File: config.mk
export PLATFORM = sky130hd
export DESIGN_NAME = bitstream_serializer
export DESIGN_NICKNAME = d
export VERILOG_FILES = /design/src/rtl/bitstream_serializer.sv
export SDC_FILE = /design/constraint.sdc
export NUM_CORES = 1
export LEC_CHECK = 0
export BUFFER_PORTS_ARGS = -buffer_cell sky130_fd_sc_hd__buf_2
export CAP_MARGIN = 0
export CORE_MARGIN = 8
export CORE_UTILIZATION = 49
export CTS_CLUSTER_SIZE = 16
export DETAILED_ROUTE_END_ITERATION = 12
export HOLD_SLACK_MARGIN = 0.05
export PLACE_DENSITY = 0.73
export SKIP_LAST_GASP = 1
export SYNTH_ARGS = -nofsm -noshare
export SYNTH_HDL_FRONTEND = slang
export SYNTH_SLANG_ARGS = --single-unit
File: constraint.sdc
create_clock -name clk -period 2 [get_ports clk]
set_input_delay 0.2 -clock clk [delete_from_list [all_inputs] [get_ports clk]]
set_output_delay 0.2 -clock clk [all_outputs]
set_load 0.005 [all_outputs]
File: src/rtl/bitstream_serializer.sv
// bitstream_serializer: turns WIDTH-bit words into a one-bit stream on `x`.
// A single holding register lets the next word wait while the current word
// shifts, so consecutive words stream out with no idle cycle between them.
module bitstream_serializer #(
    parameter int   WIDTH     = 8,
    parameter int   DIV       = 1,
    parameter int   MSB_FIRST = 1,
    parameter logic IDLE_BIT  = 1'b0
) (
    input  logic             clk,
    input  logic             reset,
    input  logic [WIDTH-1:0] in_data,
    input  logic             in_valid,
    output logic             in_ready,
    output logic             x,
    output logic             x_valid,
    output logic             busy,
    output logic [31:0]      words_sent
);

    localparam int BIT_W = (WIDTH > 1) ? $clog2(WIDTH) : 1;
    localparam int DIV_W = (DIV > 1) ? $clog2(DIV) : 1;
    localparam logic [BIT_W-1:0] LAST_BIT = BIT_W'(WIDTH - 1);
    localparam logic [DIV_W-1:0] LAST_DIV = DIV_W'(DIV - 1);

    typedef enum logic {
        S_IDLE,
        S_SHIFT
    } state_t;

    state_t             state_q,      state_d;
    logic [WIDTH-1:0]   hold_q,       hold_d;
    logic               hold_full_q,  hold_full_d;
    logic [WIDTH-1:0]   sreg_q,       sreg_d;
    logic [BIT_W-1:0]   bit_q,        bit_d;
    logic [DIV_W-1:0]   div_q,        div_d;
    logic               x_valid_q,    x_valid_d;
    logic               busy_q,       busy_d;
    logic [31:0]        words_sent_q, words_sent_d;

    logic               accept;
    logic               load;
    logic [WIDTH-1:0]   sreg_shifted;
    logic               cur_bit;

    // The bit on the line always sits at the outgoing end of sreg; shifting
    // toward that end brings the next bit into place.
    always_comb begin
        if (MSB_FIRST != 0) begin
            sreg_shifted = {sreg_q[WIDTH-2:0], 1'b0};
            cur_bit      = sreg_q[WIDTH-1];
        end else begin
            sreg_shifted = {1'b0, sreg_q[WIDTH-1:1]};
            cur_bit      = sreg_q[0];
        end
    end

    // Handshake: hold is only writable while empty, and never during reset.
    assign in_ready = reset & ~hold_full_q;
    assign accept   = in_valid & in_ready;

    // Next-state logic: bit/divider sequencing, hold-to-sreg transfer, accept.
    always_comb begin
        state_d      = state_q;
        hold_d       = hold_q;
        hold_full_d  = hold_full_q;
        sreg_d       = sreg_q;
        bit_d        = bit_q;
        div_d        = div_q;
        x_valid_d    = 1'b0;
        busy_d       = busy_q;
        words_sent_d = words_sent_q;
        load         = 1'b0;

        case (state_q)
            S_IDLE: begin
                if (hold_full_q) begin
                    load = 1'b1;
                end
            end
            S_SHIFT: begin
                if (div_q == LAST_DIV) begin
                    div_d = '0;
                    if (bit_q == LAST_BIT) begin
                        // Word complete: count it, then chain or go idle.
                        words_sent_d = words_sent_q + 32'd1;
                        if (hold_full_q) begin
                            load = 1'b1;
                        end else begin
                            state_d = S_IDLE;
                            busy_d  = 1'b0;
                        end
                    end else begin
                        bit_d     = bit_q + 1'b1;
                        sreg_d    = sreg_shifted;
                        x_valid_d = 1'b1;
                    end
                end else begin
                    div_d = div_q + 1'b1;
                end
            end
            default: begin
                state_d = S_IDLE;
                busy_d  = 1'b0;
            end
        endcase

        // Transfer the waiting word; its first bit shows on the next cycle.
        if (load) begin
            sreg_d      = hold_q;
            hold_full_d = 1'b0;
            state_d     = S_SHIFT;
            busy_d      = 1'b1;
            bit_d       = '0;
            div_d       = '0;
            x_valid_d   = 1'b1;
        end

        // in_ready is low while hold is full, so this never collides with load.
        if (accept) begin
            hold_d      = in_data;
            hold_full_d = 1'b1;
        end
    end

    // State registers with synchronous active-low reset.
    always_ff @(posedge clk) begin
        if (!reset) begin
            state_q      <= S_IDLE;
            hold_q       <= '0;
            hold_full_q  <= 1'b0;
            sreg_q       <= '0;
            bit_q        <= '0;
            div_q        <= '0;
            x_valid_q    <= 1'b0;
            busy_q       <= 1'b0;
            words_sent_q <= '0;
        end else begin
            state_q      <= state_d;
            hold_q       <= hold_d;
            hold_full_q  <= hold_full_d;
            sreg_q       <= sreg_d;
            bit_q        <= bit_d;
            div_q        <= div_d;
            x_valid_q    <= x_valid_d;
            busy_q       <= busy_d;
            words_sent_q <= words_sent_d;
        end
    end

    // Line is parked at IDLE_BIT whenever no word is in flight.
    assign x          = busy_q ? cur_bit : IDLE_BIT;
    assign x_valid    = x_valid_q;
    assign busy       = busy_q;
    assign words_sent = words_sent_q;

endmodule

==> results of run 1 <==
## kinds of logic (layout without fill, tap and decap cells)
| kind of cell | after synthesis | after routing |
|---|---|---|
| compound gates | 64 | 64 |
| flops | 55 | 55 |
| mux | 8 | 8 |
| simple gates | 115 | 117 |
| buf+inv | 22 | 92 |
| xor+xnor | 10 | 10 |
| fa+ha+maj | 3 | 3 |
## worst max-delay path, cell delays in order (launching register included)
cell	delay, ns
sky130_fd_sc_hd__dfxtp_2	0.36
sky130_fd_sc_hd__ha_4	0.14
sky130_fd_sc_hd__ha_4	0.13
sky130_fd_sc_hd__nand4_1	0.19
sky130_fd_sc_hd__or4_4	0.58
sky130_fd_sc_hd__buf_4	0.18
sky130_fd_sc_hd__o31ai_2	0.27
sky130_fd_sc_hd__a21oi_2	0.08
## worst max path at each step
| stage | end | slack [ns] | cells after the start |
|---|---|---|---|
| floorplan | words_sent[31] | 0.008 | 8 |
| global placement | words_sent[19] | -0.05 | 6 |
| detailed placement | words_sent[19] | -0.11 | 6 |
| CTS | words_sent[19] | -0.05 | 6 |
| global route | words_sent[21] | -0.15 | 7 |
| finish | words_sent[21] | -0.05 | 7 |
## synthesized netlist by cell type
| cell | number | area share |
|---|---|---|
| sky130_fd_sc_hd__nand3_2 | 1 | 0.0042 |
| sky130_fd_sc_hd__or4_4 | 1 | 0.0047 |
| sky130_fd_sc_hd__mux2i_1 | 8 | 0.034 |
| sky130_fd_sc_hd__or3_1 | 6 | 0.016 |
| sky130_fd_sc_hd__and4_1 | 4 | 0.015 |
| sky130_fd_sc_hd__and2_1 | 1 | 0.0026 |
| sky130_fd_sc_hd__a211oi_1 | 7 | 0.022 |
| sky130_fd_sc_hd__buf_2 | 2 | 0.0042 |
| sky130_fd_sc_hd__dfxtp_1 | 55 | 0.46 |
| sky130_fd_sc_hd__o31ai_1 | 15 | 0.047 |
| sky130_fd_sc_hd__nand3b_1 | 2 | 0.0063 |
| sky130_fd_sc_hd__inv_2 | 1 | 0.0016 |
| sky130_fd_sc_hd__nor2b_1 | 2 | 0.0052 |
| sky130_fd_sc_hd__clkbuf_1 | 12 | 0.019 |
| sky130_fd_sc_hd__buf_6 | 1 | 0.0047 |
| sky130_fd_sc_hd__nand3_1 | 10 | 0.021 |
| sky130_fd_sc_hd__a21oi_1 | 35 | 0.073 |
| sky130_fd_sc_hd__or4_1 | 17 | 0.054 |
| sky130_fd_sc_hd__and3_1 | 4 | 0.010 |
| sky130_fd_sc_hd__xor2_1 | 6 | 0.022 |
| sky130_fd_sc_hd__xnor2_1 | 4 | 0.015 |
| sky130_fd_sc_hd__nand2_1 | 29 | 0.046 |
| sky130_fd_sc_hd__nor2_1 | 25 | 0.039 |
| sky130_fd_sc_hd__nor3_1 | 3 | 0.0063 |
| sky130_fd_sc_hd__nand2b_1 | 2 | 0.0052 |
| sky130_fd_sc_hd__nand4_1 | 8 | 0.021 |
| sky130_fd_sc_hd__o21ai_0 | 7 | 0.015 |
| sky130_fd_sc_hd__buf_1 | 2 | 0.0031 |
| sky130_fd_sc_hd__ha_1 | 3 | 0.016 |
| sky130_fd_sc_hd__inv_1 | 4 | 0.0063 |
## power by group
group,internal [mW],total [mW],switching (mW)
logic,0.0527,0.123,0.0700
clock network,0.248,0.618,0.370
registers,1.13,1.15,0.0215
total,1.43,1.89,0.462
## cells in the final DEF (no fill, tap or decap), drive strengths merged
cell     n
nand4    8
and4     4
mux2i    8
xnor2    4
nand3b   2
o31ai   15
or3      6
buf     79
nor2b    2
a211oi   7
nand3   11
nor3     3
nand2b   2
xor2     6
dfxtp   55
and2     1
ha       3
and3     4
nor2    25
or4     20
a21oi   35
inv      6
o21ai    7
nand2   29
clkbuf   5
clkinv   2
## per-stage QoR
stage / std cells / TNS [ns] / hold slack, ns / total power, mW / setup WS (ns)
2_1_floorplan: 277 / 0 / 0.336 / 1.25 / 0.00767
3_3_place_gp: 398 / -0.126 / 0.440 / 1.29 / -0.0520
3_5_place_dp: 398 / -0.531 / 0.447 / 1.29 / -0.115
4_1_cts: 407 / -0.256 / 0.107 / 1.90 / -0.0511
5_1_grt: 416 / -1.82 / 0.112 / 1.96 / -0.148
6_report: 416 / -0.406 / 0.109 / 1.89 / -0.0486
## registers in the layout, summed over array words and instances, names as in the netlist
signal	count
words_sent	32
hold_q	8
sreg_q	8
bit_q	3
busy	1
hold_full_q	1
state_q	1
x_valid	1
## area by class of cell
class                           count  area [sq um]  area share
Sequential cell                    55          1100       0.353
Clock inverter                      3          18.8     0.00600
Timing Repair Buffer               79           502       0.160
Clock buffer                        5          68.8      0.0220
Multi-Input combinational cell    202          1330       0.426
Tap cell                           67          83.8      0.0268
Inverter                            5          18.8     0.00600
## layer usage
| layer | GRT usage | part of all wire | vias up | wire (um) |
|---|---|---|---|---|
| li1 | - | - | 1154 | - |
| met1 | 0.180 | 0.46 | 1092 | 2670 |
| met2 | 0.260 | 0.47 | 52 | 2750 |
| met3 | 0.0430 | 0.055 | 8 | 317 |
| met4 | 0.0398 | 0.011 | 0 | 61 |
| met5 | 0 | 0 | - | 0 |
## repair_timing
action,CTS,global route
gates resized for setup,1,28
setup buffers,1,6
gates cloned,0,3
endpoints found under the setup margin,16,18
pin swaps,1,12
==> flow_summary.ini, run 1 <==
[critical_path]
crit_start = bit_q[1]
critical_path.reg2reg.endpoint = words_sent[21]
worstSetupStartpointType = flop
setup.reg_to_reg.worst_slack_ns = -0.05
worst_setup_path_end_kind = flop
crit_required_ns = 2.20
critical_path.reg2reg.startpoint = bit_q[1]
critical_path_class = flop to flop
crit_path_max_fanout = 5
arrival_ns = 2.25
worstRegToRegCells = 7

[grt]
global_route.overflow_total = 0
antenna_found_initial = 0
via_count_of_the_first_global_routing_pass = 2158
grt_max_degree = 32
wire_length_of_the_first_global_routing_pass_um = 9410
gr-usage-all-layers = 0.152

[power_and_ir_drop]
vdd_drop_max_mv = 0.521
power_density_nw_per_um2 = 603
leakagePower_nw = 1.22

[die]
dieWidth_um = 85.8
design.die.area_sq_um = 7360
floorplan.core_area_sq_um = 4720
std_cell_rows = 25
dieHeight_um = 85.8
ports = 47
initial_core_util = 0.505

[sta]
post-route-period-util = 1.02
setup_repair_after_global_routing_missed_its_margin = yes
finalSetupViolations = 13
max_clock_freq_mhz = 488
worst_slew_margin_rel = 0.566
finalClockSkew_ns = 0.0128
final.setup.worst_slack_ns = -0.0486
timing_max_transition_violations_final = 0
final_hold_violation_count = 0
worstMarginPinSlew_ns = 0.649
timing.final.crit_period_ns = 2.05

[synth]
ys_seq_area_frac = 0.462
synth_xor_area_frac = 0.0367
synth_seq_cells = 55
synth_simple_gate_area_frac = 0.256
synth-compound-area-share = 0.157
yosys_warnings = 0
synth-adder-area-share = 0.0157
netlist_area_sq_um = 2380
syn-instance-count = 277
synthMuxAreaShare = 0.0336
synth_fp_nets = 291
dominant_combinational_cell_family_by_area_after_synthesis = simple AND/OR/NAND/NOR gates
synth_cell_type_count = 30
mean_post_synth_cell_area_sq_um = 8.61

[routing]
route.detailed.vias_per_inst = 5.54
wl_um = 5810
detailedRoute.firstIterationViolations = 53
wl_per_cell_um = 14.0
drc = 0
route.vias.total = 2306
drtPass1Iterations = 4
ant_nets = 0

[clocking]
clk_pin_slew_worst_paths_ns = 0.10
cts_buffers = 5
clock_sink_count = 55
cts.hold.buffers_added = 0
cts-root-buf = sky130_fd_sc_hd__clkbuf_8
h-tree-depth = 2
cts.path.max_buffers = 2
clkLatencyLatePin_ns = 0.31
cts_tree = done

[status]
failed_checks = negative setup slack
outcome = finished with violations

[worst_hold_path]
hold_path_startpoint = in_data[7]
hold_path_depth = 3
hold_end = hold_q[7]
hold_class = input port to flop

[cells_and_area]
final.fill_count = 402
finish.net_count = 362
finish.instance_area_sq_um = 3130
antenna-diode-count = 0
post_route_cells_drive_above_1_share = 0.335
layout-area-overhead-vs-synth_pct = 31.2
post-route-util = 0.662

[placement]
place_congestion = 0.755
placement.cell_area_sq_um = 2850
detailed_place_hpwl_um = 3840
placement.io_buffers = 46

[run]
cap_violations = 0
Power figures use the tool's default switching activity.
==> inputs of run 2 (changes only) <==
- ABC_AREA: not set -> 1
- CORE_UTILIZATION: 49 -> 50
==> run 2 against run 1 <==
Sequential power about the same. Non-clock buffer count decreased by 30. Highest routed layer unchanged. Via count increased by 8.6%. The run now ends clean. Power increased by 0.10%. Clock power increased by 1%. First-iteration DRC count increased by 140%. Clock-buffer cell count increased by 1. Synthesized area increased by 12%. Hold slack got worse by 0.033 ns. Sequential share of layout area increased by 0.51 points.
==> flow_summary.ini, run 2 <==
[sta]
finalClockSkew_ns = 0.00770
timing_max_transition_violations_final = 0
max_clock_freq_mhz = 562
worstMarginPinSlew_ns = 0.550
setup_repair_after_global_routing_missed_its_margin = no
final_hold_violation_count = 0
finalSetupViolations = 0
post-route-period-util = 0.889
fin_setup_tns_ns = 0
worst_slew_margin_rel = 0.632
timing.final.crit_period_ns = 1.78

[critical_path]
worst_setup_path_end_kind = flop
critical_path.cell_chain = ha_1 > ha_1 > nand2_4 > nor2_1 > nand2_1 > nor2_2 > nand4_1 > nand2_1 > nor2_1
crit_required_ns = 2.22
worstSetupStartpointType = flop
crit_path_max_fanout = 9
critical_path.reg2reg.endpoint = words_sent[27]
path_buf_inv = 0
slowest_delay_ns = 0.36
worst_path_dominant_cell_family = simple AND/OR/NAND/NOR gates
setup.reg_to_reg.worst_slack_ns = 0.22
slowest_stage = sky130_fd_sc_hd__dfxtp_1
worstRegToRegCells = 9
critical_path_class = flop to flop
arrival_ns = 2.00
critical_path.reg2reg.startpoint = bit_q[0]

[synth]
dominant_cells_by_area_after_synthesis = sky130_fd_sc_hd__dfxtp_1 (41%), sky130_fd_sc_hd__nand2_1 (11%), sky130_fd_sc_hd__inv_1 (8.5%), sky130_fd_sc_hd__nor2_1 (7.1%), sky130_fd_sc_hd__nand3_1 (3.9%)
ys.flop_type = sky130_fd_sc_hd__dfxtp_1
post-synth-top-area-cell = sky130_fd_sc_hd__dfxtp_1
synthDominantCellAreaShare = 0.411
synth_fp_nets = 394
yosys.cell_count.top_type = sky130_fd_sc_hd__nand2_1
syn-instance-count = 380
netlist_area_sq_um = 2680
synth_enable_flop_cells = 0
mean_post_synth_cell_area_sq_um = 7.06
ys_seq_area_frac = 0.411
async_reset_ff_frac = 0
synth_cell_type_count = 29
top_cell_types_by_occurrence_after_synthesis = sky130_fd_sc_hd__nand2_1 (79), sky130_fd_sc_hd__inv_1 (61), sky130_fd_sc_hd__dfxtp_1 (55), sky130_fd_sc_hd__nor2_1 (51), sky130_fd_sc_hd__nand3_1 (21)
yosys_warnings = 0
synth_seq_cells = 55

[grt]
grt_max_degree = 34
global_route.overflow_total = 0
via_count_of_the_first_global_routing_pass = 2378
gr-usage-all-layers = 0.165
wire_length_of_the_first_global_routing_pass_um = 10400
antenna_found_initial = 0

[cells_and_area]
final.fill_count = 505
post_route_cells_drive_above_1_share = 0.195
final_common_cell = sky130_fd_sc_hd__nand2_1
largest_reg_flops = 32
layout-area-overhead-vs-synth_pct = 14.7
final_cell_mix = sky130_fd_sc_hd__nand2_1 (79), sky130_fd_sc_hd__inv_1 (61), sky130_fd_sc_hd__dfxtp_1 (55), sky130_fd_sc_hd__nor2_1 (51), sky130_fd_sc_hd__buf_2 (46)
ff_latch_area_sq_um = 1100
finish.net_count = 443
multi_input_comb_area_sq_um = 1310
antenna-diode-count = 0
layoutNonFillerInstCount = 500

[routing]
route.detailed.vias_per_inst = 5.01
ant_nets = 0
wl_um = 6010
drtPass1Iterations = 4
route.vias.total = 2505
drc = 0
wl_per_cell_um = 12.0
detailedRoute.firstIterationViolations = 125

[power_and_ir_drop]
vdd_drop_max_mv = 0.403
leakagePower_nw = 1.37
power_density_nw_per_um2 = 614

[die]
std_cell_rows = 26
dieHeight_um = 89.2
dieWidth_um = 89.2
floorplan.core_area_sq_um = 5140
design.die.area_sq_um = 7960
ports = 47
initial_core_util = 0.522

[placement]
detailed_place_hpwl_um = 4530
place_congestion = 0.835
placement.io_buffers = 46
number_of_cells_in_the_design_after_placement = 492

[run]
cap_violations = 0

[clocking]
cts_buffers = 5
h-tree-depth = 2
postCtsSetupRepairBufs = 0
cts_tree = done
cts-root-buf = sky130_fd_sc_hd__clkbuf_8
clk_pin_slew_worst_paths_ns = 0.10
clkLatencyLatePin_ns = 0.31
cts.hold.buffers_added = 0
cts_resized = 0
cts.path.max_buffers = 2
clock_sink_count = 55

[worst_hold_path]
hold_path_depth = 3
hold_path_startpoint = in_data[3]
hold_end = hold_q[3]
hold_class = input port to flop

[status]
outcome = finished, final reports clean
## run 2: report_power, final
| part | switching, mW | total [mW] | internal, mW | leakage, nW |
|---|---|---|---|---|
| Combinational | 0.0807 | 0.127 | 0.0463 | 0.882 |
| Clock | 0.375 | 0.627 | 0.252 | 0.0418 |
| Sequential | 0.0132 | 1.13 | 1.12 | 0.446 |
## run 2: area by class of cell
class,count,area share
sequential,55,0.358
clock buffer,6,0.0236
tap,70,0.0285
clock inverter,2,0.00529
multi-input combinational,255,0.426
inverter,63,0.0769
timing repair buffer,49,0.0821
## run 2: worst max path at each step
stage / endpoint / from / slack, ns / cells past startpoint
floorplan: sreg_q[2] / bit_q[0] / 0.48 / 8
global placement: words_sent[27] / bit_q[0] / 0.31 / 9
detailed placement: words_sent[27] / bit_q[0] / 0.25 / 9
CTS: words_sent[25] / bit_q[0] / 0.22 / 10
global route: words_sent[25] / bit_q[0] / 0.03 / 10
finish: words_sent[27] / bit_q[0] / 0.22 / 9
## run 2: metrics by stage
stage	hold slack, ns	worst slack (ns)	power (mW)	util	instance area [sq um]
6_report	0.0761	0.221	1.89	0.599	3080
5_1_grt	0.0713	0.0285	1.97	0.599	3080
4_1_cts	0.0646	0.220	1.91	0.599	3080
3_5_place_dp	0.403	0.250	1.29	0.581	2990
3_3_place_gp	0.397	0.309	1.29	0.581	2990
2_1_floorplan	0.313	0.476	1.25	-	2680
## run 2: worst reg2reg max path, cell delays in order, from the launching register on
cell	delay, ns
sky130_fd_sc_hd__dfxtp_1	0.36
sky130_fd_sc_hd__ha_1	0.15
sky130_fd_sc_hd__ha_1	0.21
sky130_fd_sc_hd__nand2_4	0.12
sky130_fd_sc_hd__nor2_1	0.26
sky130_fd_sc_hd__nand2_1	0.10
sky130_fd_sc_hd__nor2_2	0.22
sky130_fd_sc_hd__nand4_1	0.13
sky130_fd_sc_hd__nand2_1	0.08
sky130_fd_sc_hd__nor2_1	0.05
## run 2: kinds of logic (layout without fill, tap and decap cells)
| logic type | after synthesis | after routing | share of synthesized area |
|---|---|---|---|
| flip-flops | 55 | 55 | 0.411 |
| AND/OR/NAND/NOR | 194 | 194 | 0.347 |
| XOR/XNOR | 4 | 4 | 0.0131 |
| adder cells (fa/ha/maj) | 3 | 3 | 0.0140 |
| AO/OA/AOI/OAI | 54 | 54 | 0.114 |
| buffers and inverters | 70 | 120 | 0.101 |
## run 2: routing by layer
| layer | global-route usage | part of all wire | vias to the layer above |
|---|---|---|---|
| met5 | 0 | 0 | - |
| met4 | 0.0665 | 0.017 | 0 |
| met3 | 0.0404 | 0.065 | 9 |
| met2 | 0.277 | 0.46 | 58 |
| met1 | 0.197 | 0.46 | 1137 |
| li1 | - | - | 1301 |
==> inputs of run 3 (changes only) <==
- ABC_AREA: 1 -> not set
- CORE_UTILIZATION: 50 -> 49
- GPL_ROUTABILITY_DRIVEN: not set -> 1
- SKIP_CTS_REPAIR_TIMING: not set -> 1
==> run 3 against run 2 <==
The flow now finishes with violations (negative setup slack). Sequential cell count stayed put. Non-clock buffer count is 29 higher. Maximum frequency is 13% lower. Cell area is 1.5% lower. Critical endpoint is now words_sent[20]. Largest power group unchanged.
==> flow_summary.ini, run 3 (same netlist as run 1, synthesis figures left out) <==
[status]
outcome = finished with violations
failed_checks = negative setup slack

[run]
cap_violations = 0

[routing]
ant_nets = 0
route.vias.total = 2280
drc = 0
route.detailed.vias_per_inst = 5.51
detailedRoute.firstIterationViolations = 72
drtPass1Iterations = 4
wl_um = 5680
wl_per_cell_um = 13.7

[cells_and_area]
layout-area-overhead-vs-synth_pct = 27.0
finish.instance_area_sq_um = 3030
largest_reg_flops = 32
post_route_cells_drive_above_1_share = 0.288
final_cell_mix = sky130_fd_sc_hd__dfxtp_1 (53), sky130_fd_sc_hd__buf_2 (47), sky130_fd_sc_hd__a21oi_1 (33), sky130_fd_sc_hd__nand2_1 (29), sky130_fd_sc_hd__buf_4 (29)
antenna-diode-count = 0
layoutNonFillerInstCount = 414
finish.net_count = 360
post-route-util = 0.641
final_common_cell = sky130_fd_sc_hd__dfxtp_1

[critical_path]
worst_path_dominant_cell_family = simple AND/OR/NAND/NOR gates
worstSetupPathDepth = 7
worstSetupStartpointType = flop
slowest_stage = sky130_fd_sc_hd__or4_1
worst_setup_path_end_kind = flop
critical_path_class = flop to flop
slowest_delay_ns = 0.49
setup.reg_to_reg.worst_slack_ns = -0.04
crit_path_frequent_cell = sky130_fd_sc_hd__ha_4
path_buf_inv = 1
crit_required_ns = 2.25
critical_path.cell_chain = ha_4 > ha_4 > nand3_1 > or4_4 > buf_6 > or4_1 > a21oi_1
crit_path_max_fanout = 8
arrival_ns = 2.29
worstRegToRegCells = 7

[die]
design.die.area_sq_um = 7360
dieWidth_um = 85.8
initial_core_util = 0.505
floorplan.core_area_sq_um = 4720
ports = 47
dieHeight_um = 85.8
std_cell_rows = 25

[clocking]
clock_sink_count = 55
cts_tree = done
clk_pin_slew_worst_paths_ns = 0.10
clkLatencyLatePin_ns = 0.31
cts-root-buf = sky130_fd_sc_hd__clkbuf_8
cts.path.max_buffers = 2
cts_buffers = 5
h-tree-depth = 2

[grt]
gr-usage-all-layers = 0.150
wire_length_of_the_first_global_routing_pass_um = 9290
via_count_of_the_first_global_routing_pass = 2131
antenna_found_initial = 0
global_route.overflow_total = 0
grt_max_degree = 32

[power_and_ir_drop]
leakagePower_nw = 1.19
power_density_nw_per_um2 = 622
finalPower_mw = 1.88
vdd_drop_max_mv = 0.522

[sta]
worstMarginPinSlew_ns = 0.651
timing.final.crit_period_ns = 2.04
finalClockSkew_ns = 0.00936
setup_repair_after_global_routing_missed_its_margin = yes
final_hold_violation_count = 0
final.setup.worst_slack_ns = -0.0423
timing_max_transition_violations_final = 0
finalSetupViolations = 9
post-route-period-util = 1.02
max_clock_freq_mhz = 490
worst_slew_margin_rel = 0.565

[worst_hold_path]
hold_path_depth = 3
hold_class = input port to flop

[placement]
placement.io_buffers = 46
number_of_cells_in_the_design_after_placement = 398
place_congestion = 0.755
detailed_place_hpwl_um = 3840
placement.cell_area_sq_um = 2850
==> run 3: cell count changes in the layout (fill, tap and decap cells not counted), sizes merged, moves of 5 or more <==
cell	previous run	this run
buf	49	78
o31ai	8	15
or3	0	6
nor3	8	3
nand3	25	11
mux2i	0	8
inv	64	6
o22ai	6	0
nor2	65	25
a21oi	19	35
nand2	86	29
a211oi	0	7
or4	0	19
o21ai	16	7
==> run 3: cell type report <==
class,count,area [sq um]
Clock buffer,5,68.8
Sequential cell,55,1100
Tap cell,67,83.8
Clock inverter,3,18.8
Inverter,5,18.8
Multi-Input combinational cell,201,1250
Timing Repair Buffer,78,484
Fill cell,424,1690
==> run 3: path summary, 6_finish.rpt <==
path	start	to
setup / recovery	bit_q[1]	words_sent[20]
hold / removal	in_data[7]	hold_q[7]
setup reg to reg	bit_q[1]	words_sent[20]
hold reg to reg	hold_q[0]	hold_q[0]
==> run 3: metrics by stage <==
| stage | setup TNS (ns) | hold WS (ns) | setup slack [ns] |
|---|---|---|---|
| 3_5_place_dp | -0.531 | 0.447 | -0.115 |
| 5_1_grt | -1.36 | 0.112 | -0.114 |
| 4_1_cts | -0.854 | 0.107 | -0.134 |
| 2_1_floorplan | 0 | 0.336 | 0.00767 |
| 3_3_place_gp | -0.126 | 0.440 | -0.0520 |
| 6_report | -0.200 | 0.114 | -0.0423 |
==> run 3: power breakdown <==
group	total, mW	switching [mW]	internal [mW]
Sequential	1.15	0.0216	1.13
Clock	0.616	0.368	0.248
Combinational	0.122	0.0688	0.0527
Total	1.88	0.459	1.43
==> run 3: worst min-delay path, cell delays in order <==
cell	delay [ns]
sky130_fd_sc_hd__buf_2	0.09
sky130_fd_sc_hd__nand2_1	0.04
sky130_fd_sc_hd__a21oi_1	0.05
==> run 3: metal layers <==
layer	vias up	global-route usage	share of wire
met1	1075	0.179	0.46
li1	1150	-	-
met2	51	0.257	0.47
met3	4	0.0430	0.057
met4	0	0.0366	0.0074
met5	-	0	0
